<file path="src/rtl/divider_restoring_8bit_pkg.sv">
// Shared definitions for the restoring divider: FSM encoding and default operand width.
package divider_restoring_8bit_pkg;

    localparam int DEFAULT_WIDTH = 8;

    typedef enum logic [1:0] {
        ST_IDLE = 2'd0,
        ST_CALC = 2'd1,
        ST_DONE = 2'd2
    } state_t;

endpackage

</file>
<file path="src/rtl/divider_restoring_8bit_subtractor.sv">
// Trial subtractor for the divider datapath: a - b computed as a + ~b + 1.
// borrow is the inverted carry out, so it is high exactly when b > a.
module subtractor_8bit #(
    parameter int WIDTH = 9
) (
    input  logic [WIDTH-1:0] a,
    input  logic [WIDTH-1:0] b,
    output logic [WIDTH-1:0] diff,
    output logic             borrow
);

    logic cout;

    assign {cout, diff} = {1'b0, a} + {1'b0, ~b} + (WIDTH + 1)'(1);
    assign borrow       = ~cout;

endmodule

</file>
<file path="src/rtl/divider_restoring_8bit.sv">
// Iterative unsigned restoring divider: one quotient bit per clock, results held until the next accepted start.
module divider_restoring_8bit
    import divider_restoring_8bit_pkg::*;
#(
    parameter int WIDTH = DEFAULT_WIDTH
) (
    input  logic             clk,
    input  logic             rst,
    input  logic             start,
    input  logic [WIDTH-1:0] dividend,
    input  logic [WIDTH-1:0] divisor,
    output logic             busy,
    output logic             done,
    output logic [WIDTH-1:0] quotient,
    output logic [WIDTH-1:0] remainder,
    output logic             div_by_zero
);

    localparam int CW = $clog2(WIDTH) + 1;

    // Handshake: start is taken on any rising edge where the FSM is in IDLE or DONE;
    // done is a single-cycle pulse and the result ports stay valid until the next accepted start.
    state_t state, state_next;

    logic [CW-1:0]    cnt;
    logic [WIDTH-1:0] rem;
    logic [WIDTH-1:0] q;
    logic [WIDTH-1:0] dvsr;

    logic [WIDTH:0]   partial;
    logic [WIDTH:0]   trial;
    logic             borrow;
    logic [WIDTH-1:0] rem_next;
    logic [WIDTH-1:0] q_next;

    logic accept;
    logic accept_zero;
    logic last_step;

    // The remainder stays below the divisor, so a successful trial never sets the top bit.
    logic unused_trial_msb;
    assign unused_trial_msb = trial[WIDTH];

    assign partial = {rem, q[WIDTH-1]};

    subtractor_8bit #(
        .WIDTH(WIDTH + 1)
    ) u_sub (
        .a      (partial),
        .b      ({1'b0, dvsr}),
        .diff   (trial),
        .borrow (borrow)
    );

    assign rem_next = borrow ? partial[WIDTH-1:0] : trial[WIDTH-1:0];
    assign q_next   = {q[WIDTH-2:0], ~borrow};

    always_ff @(posedge clk) begin
        if (rst) begin
            state <= ST_IDLE;
        end else begin
            state <= state_next;
        end
    end

    always_comb begin
        state_next  = state;
        accept      = 1'b0;
        accept_zero = 1'b0;
        last_step   = 1'b0;
        case (state)
            ST_IDLE, ST_DONE: begin
                state_next = ST_IDLE;
                if (start) begin
                    if (divisor == '0) begin
                        accept_zero = 1'b1;
                        state_next  = ST_DONE;
                    end else begin
                        accept     = 1'b1;
                        state_next = ST_CALC;
                    end
                end
            end
            ST_CALC: begin
                if (cnt == CW'(1)) begin
                    last_step  = 1'b1;
                    state_next = ST_DONE;
                end
            end
            default: state_next = ST_IDLE;
        endcase
    end

    always_ff @(posedge clk) begin
        if (rst) begin
            cnt         <= '0;
            rem         <= '0;
            q           <= '0;
            dvsr        <= '0;
            quotient    <= '0;
            remainder   <= '0;
            div_by_zero <= 1'b0;
        end else if (accept) begin
            dvsr        <= divisor;
            q           <= dividend;
            rem         <= '0;
            cnt         <= CW'(WIDTH);
            div_by_zero <= 1'b0;
        end else if (accept_zero) begin
            quotient    <= '1;
            remainder   <= dividend;
            div_by_zero <= 1'b1;
        end else if (state == ST_CALC) begin
            rem <= rem_next;
            q   <= q_next;
            cnt <= cnt - CW'(1);
            if (last_step) begin
                quotient  <= q_next;
                remainder <= rem_next;
            end
        end
    end

    assign busy = (state == ST_CALC);
    assign done = (state == ST_DONE);

endmodule

</file>
<file path="config.mk">
export PLATFORM = sky130hd
export DESIGN_NAME = divider_restoring_8bit
export DESIGN_NICKNAME = d
export VERILOG_FILES = /design/src/rtl/divider_restoring_8bit_pkg.sv /design/src/rtl/divider_restoring_8bit_subtractor.sv /design/src/rtl/divider_restoring_8bit.sv
export SDC_FILE = /design/constraint.sdc
export NUM_CORES = 1
export LEC_CHECK = 0
export ABC_AREA = 1
export CORE_MARGIN = 3
export CORE_UTILIZATION = 50
export DETAILED_ROUTE_END_ITERATION = 6
export GPL_TIMING_DRIVEN = 1
export PLACE_DENSITY_LB_ADDON = 0.1
export SYNTH_ARGS = -nofsm -noshare
export SYNTH_HDL_FRONTEND = slang
export SYNTH_HIERARCHICAL = 1
export SYNTH_SLANG_ARGS = --single-unit
</file>
<file path="constraint.sdc">
create_clock -name clk -period 3.1 [get_ports clk]
set_input_delay 0.31 -clock clk [delete_from_list [all_inputs] [get_ports clk]]
set_output_delay 0.31 -clock clk [all_outputs]
set_load 0.05 [all_outputs]
</file>
==> flow_summary.yaml, run 1 <==
outcome:
  status: "complete, no violations"
power_and_ir_drop:
  vdd_drop_max_uv: 232
  power_density_nw_per_um2: 416
  total_power_mw: 1.35
  p_leak_nw: 1.62
worst_setup_path:
  worstSetupStartpointType: "flop"
  path_class: "reg2out"
  r2r-start: "rem[3]"
  required_ns: 2.79
  cp_max_fo: 11
  crit_arrival_ns: 2.09
  crit_start: "state[0]"
  reg2reg_setup_slack_ns: 0.91
  end_kind: "output port"
placed_design:
  place.gp.congestion: 0.875
  port_buffers: 37
  dp.cells: 521
  place_area_sq_um: 3170
  pre_cts_ws_ns: 0.977
  hpwl_um: 4720
floorplan:
  dieArea_sq_um: 6490
  io_pins: 38
  rows: 26
  die_w_um: 80.6
  start_util: 0.531
  die_h_um: 80.6
  fp.coreArea_sq_um: 5240
logic_synthesis:
  syn_area_sq_um: 2780
  syn_area_per_cell_sq_um: 6.54
  ys_warn_count: 6
  synth_cells: 425
  syn_nets: 456
flow_run:
  maxCapViolations: 0
cts:
  cts_buffers: 5
  clk_pin_slew_ns: 0.09
  hold_buffers: 0
  clk_latency_ns: 0.30
  cts_num_sinks: 47
  post_cts_buffers: 0
  htreeDepth: 2
  clockBufferDepth: 2
  clock_tree.root_cell: "clkbuf_8"
  cts_tree: "done"
  ctsResizeCount: 0
global_routing:
  grt_pass1_wl_um: 10300
  grt_antenna_before_repair: 0
  grt_max_degree: 34
  grt-ovfl-total: 0
  grt_pass1_vias: 2263
  track_usage: 0.205
route:
  postRouteAntennaNets: 0
  viasPerCell: 4.77
  drt_iter0_drc: 167
  drt_wl_total_um: 6140
  dr.pass1.iters: 6
  drc: 0
  vias: 2521
  wl_per_cell_um: 11.6
finish:
  fin_area_sq_um: 3260
  fin_nets: 489
  final_util: 0.622
  area_growth_pct: 17.2
  layout-drive-gt1-share: 0.0568
  final_cells: 528
  antenna_cells: 0
timing:
  tns_ns: 0
  period_minus_slack_ns: 2.40
  worst_slack_ns: 0.704
  rsz0062_at_grt: "false"
  fin_skew_ns: 0.00730
  slew_viol_final: 0
  finalHoldViolCount: 0
  maxClockFrequency_mhz: 417
  fin_crit_sh: 0.773
  setup_viol: 0
  whs_ns: 0.476
  slew_headroom: 0.616
  worst_pin_slew_ns: 0.576
min_path:
  holdCritStartpoint: "quotient[3]"
  hp-class: "reg2reg"
routing by layer:
layer | share of wire | track usage | vias to the layer above | routed length [um]
met5 | 0 | 0 | - | 0
met4 | 0.013 | 0.0557 | 0 | 79
met3 | 0.044 | 0.0381 | 7 | 271
met2 | 0.42 | 0.313 | 58 | 2600
met1 | 0.52 | 0.293 | 1089 | 3190
li1 | - | - | 1367 | -
sequential cells by signal, summed over array words and instances, names as in the netlist:
signal / count
quotient: 8
state: 2
cnt: 4
rem: 8
remainder: 8
dvsr: 8
q: 8
div_by_zero: 1
final timing paths:
check | to | cells past startpoint
worst max register to register | remainder[6] | 14
worst min-delay path | quotient[3] | 2
worst max-delay path | busy | 3
worst min register to register | quotient[3] | 2
worst max-delay path: stages (launching register included):
cell and delay [ns]:
dfxtp_1 0.68, inv_1 0.16, nor2_4 0.13, clkdlybuf4s50_1 0.81
cell type report:
type / instances / area [sq um]
clock inverters: 2 / 13.8
multi-input cells: 295 / 1500
repair buffers: 39 / 385
clock buffers: 5 / 68.8
inverters: 70 / 265
well taps: 70 / 87.6
flip-flops and latches: 47 / 941
fillers: 520 / 1980
placed cells by master, fill, tap and decap left out, drive strengths merged:
cell	instances
xor2	1
conb	1
dfxtp	47
fa	1
clkdlybuf4s50	37
inv	69
buf	2
nand3b	9
nand4	8
or2	3
xnor2	3
nand3	14
clkbuf	5
clkinv	3
o21ai	38
nor3b	1
ha	11
nand2	102
nor2	89
a21oi	13
o21bai	1
power by group:
group	total [mW]	switching, mW	internal (mW)
Sequential	0.661	0.0250	0.636
Combinational	0.330	0.205	0.124
Clock	0.363	0.209	0.155
Total	1.35	0.439	0.915
(Power assumes the default switching activity.)
==> inputs of run 2 (changes only) <==
==> constraint.sdc (replaced) <==
create_clock -name clk -period 2.05 [get_ports clk]
set_input_delay 0.205 -clock clk [delete_from_list [all_inputs] [get_ports clk]]
set_output_delay 0.205 -clock clk [all_outputs]
set_load 0.05 [all_outputs]
==> flow_summary.yaml, run 2 (synthesis gave the netlist of run 1 again) <==
outcome:
  status: "complete, no violations"
timing:
  slew_headroom: 0.668
  fin_skew_ns: 0.00877
  fin_crit_sh: 0.923
  maxClockFrequency_mhz: 529
  period_minus_slack_ns: 1.89
  rsz0062_at_grt: "true"
  finalHoldViolCount: 0
  worst_pin_slew_ns: 0.497
  setup_viol: 0
  slew_viol_final: 0
cts:
  clock_tree.root_cell: "clkbuf_8"
  cts_tree: "done"
  cts_buffers: 5
  clk_latency_ns: 0.30
  cts_num_sinks: 47
  clk_pin_slew_ns: 0.09
  htreeDepth: 2
  clockBufferDepth: 2
placed_design:
  place_area_sq_um: 3280
  place.gp.congestion: 0.857
  dp.cells: 534
  hpwl_um: 4860
  port_buffers: 37
floorplan:
  dieArea_sq_um: 6490
  start_util: 0.531
  fp.coreArea_sq_um: 5240
  die_w_um: 80.6
  io_pins: 38
  rows: 26
  die_h_um: 80.6
finish:
  final_cells: 543
  fin_nets: 504
  final_util: 0.666
  antenna_cells: 0
  mostFrequentLayoutCells: "92 x nand2_1, 83 x nor2_1, 65 x inv_1"
  fin_area_sq_um: 3490
  layout-drive-gt1-share: 0.137
  final_common_cell: "nand2_1"
  area_growth_pct: 25.4
power_and_ir_drop:
  total_power_mw: 2.12
  p_leak_nw: 1.70
  vdd_drop_max_uv: 335
  power_density_nw_per_um2: 607
route:
  drt_iter0_drc: 176
  drc: 0
  routed.top_layer: "met4"
  wl_met2_um: 2720
  viasPerCell: 4.95
  vias: 2687
  dr.pass1.iters: 5
  wl_met1_um: 3360
  drt_wl_total_um: 6450
  wl_met3_um: 318
  postRouteAntennaNets: 0
  wl_per_cell_um: 11.9
flow_run:
  maxCapViolations: 0
worst_setup_path:
  crit_arrival_ns: 2.09
  cp_max_fo: 3
  end_kind: "flop"
  required_ns: 2.25
  path_class: "reg2reg"
  worstSetupStartpointType: "flop"
min_path:
  hp-class: "reg2reg"
global_routing:
  grt_antenna_before_repair: 0
  grt-ovfl-total: 0
  track_usage: 0.213
  grt_max_degree: 30
  grt_pass1_vias: 2358
  grt_pass1_wl_um: 10800
## run 2: changes by cell type in the layout (fill, tap and decap cells not counted), sizes merged
| cell | delta |
|---|---|
| buf | +16 |
| clkdlybuf4s50 | -2 |
| clkinvlp | +1 |
## run 2: report_power, final
group | internal [mW] | switching (mW) | total [mW]
combinational | 0.236 | 0.343 | 0.579
sequential | 0.963 | 0.0345 | 0.998
clock | 0.234 | 0.307 | 0.541
## run 2: worst max-delay path, stage by stage (launching register included)
cell      delay (ns)
dfxtp_2         0.37
inv_2           0.05
ha_4            0.16
fa_2            0.36
inv_1           0.06
nand2_1         0.05
nand2_2         0.06
nand3b_1        0.12
nand3_1         0.09
nand2_1         0.06
nand2_1         0.07
o21ai_2         0.07
nand2_1         0.06
nand2_1         0.05
nor2_1          0.10
nor2_1          0.05
## run 2: path summary, 6_finish.rpt
kind	start	endpoint	slack, ns	cells past startpoint
hold / removal	rem[7]	rem[7]	0.48	2
hold reg to reg	rem[7]	rem[7]	0.48	2
setup / recovery	q[7]	remainder[6]	0.16	15
setup reg to reg	q[7]	remainder[6]	0.16	15
## run 2: layer usage
metal / track usage / up-vias
li1: - / 1396
met1: 0.315 / 1217
met2: 0.314 / 68
met3: 0.0493 / 6
met4: 0.0405 / 0
met5: 0 / -
## run 2: what timing repair did
| item | CTS | global route |
|---|---|---|
| gates resized for setup | 2 | 29 |
| endpoints found under the setup margin | 2 | 16 |
| setup buffers | 0 | 1 |
| pin swaps | 0 | 10 |
| endpoints found under the hold margin | 0 | 0 |
| cloned | 0 | 1 |
| hold buffers | 0 | 0 |
## run 2: area by class of cell
class	count	area (sq um)
Fill cell	469	1750
Multi-Input combinational cell	295	1600
Sequential cell	47	950
Timing Repair Buffer	53	498
Inverter	70	265
Tap cell	70	87.6
Clock buffer	5	68.8
Clock inverter	2	13.8
Timing Repair inverter	1	7.51
## run 2: metrics by stage
| step | hold WS [ns] | TNS [ns] | worst slack, ns |
|---|---|---|---|
| final | 0.478 | 0 | 0.158 |
| after global placement | 0.461 | -0.0497 | -0.0497 |
| after detailed placement | 0.457 | -0.0781 | -0.0618 |
| after floorplan | 0.277 | 0 | 0.147 |
| after CTS | 0.482 | 0 | 0.00808 |
| after global routing | 0.504 | -0.0411 | -0.0158 |
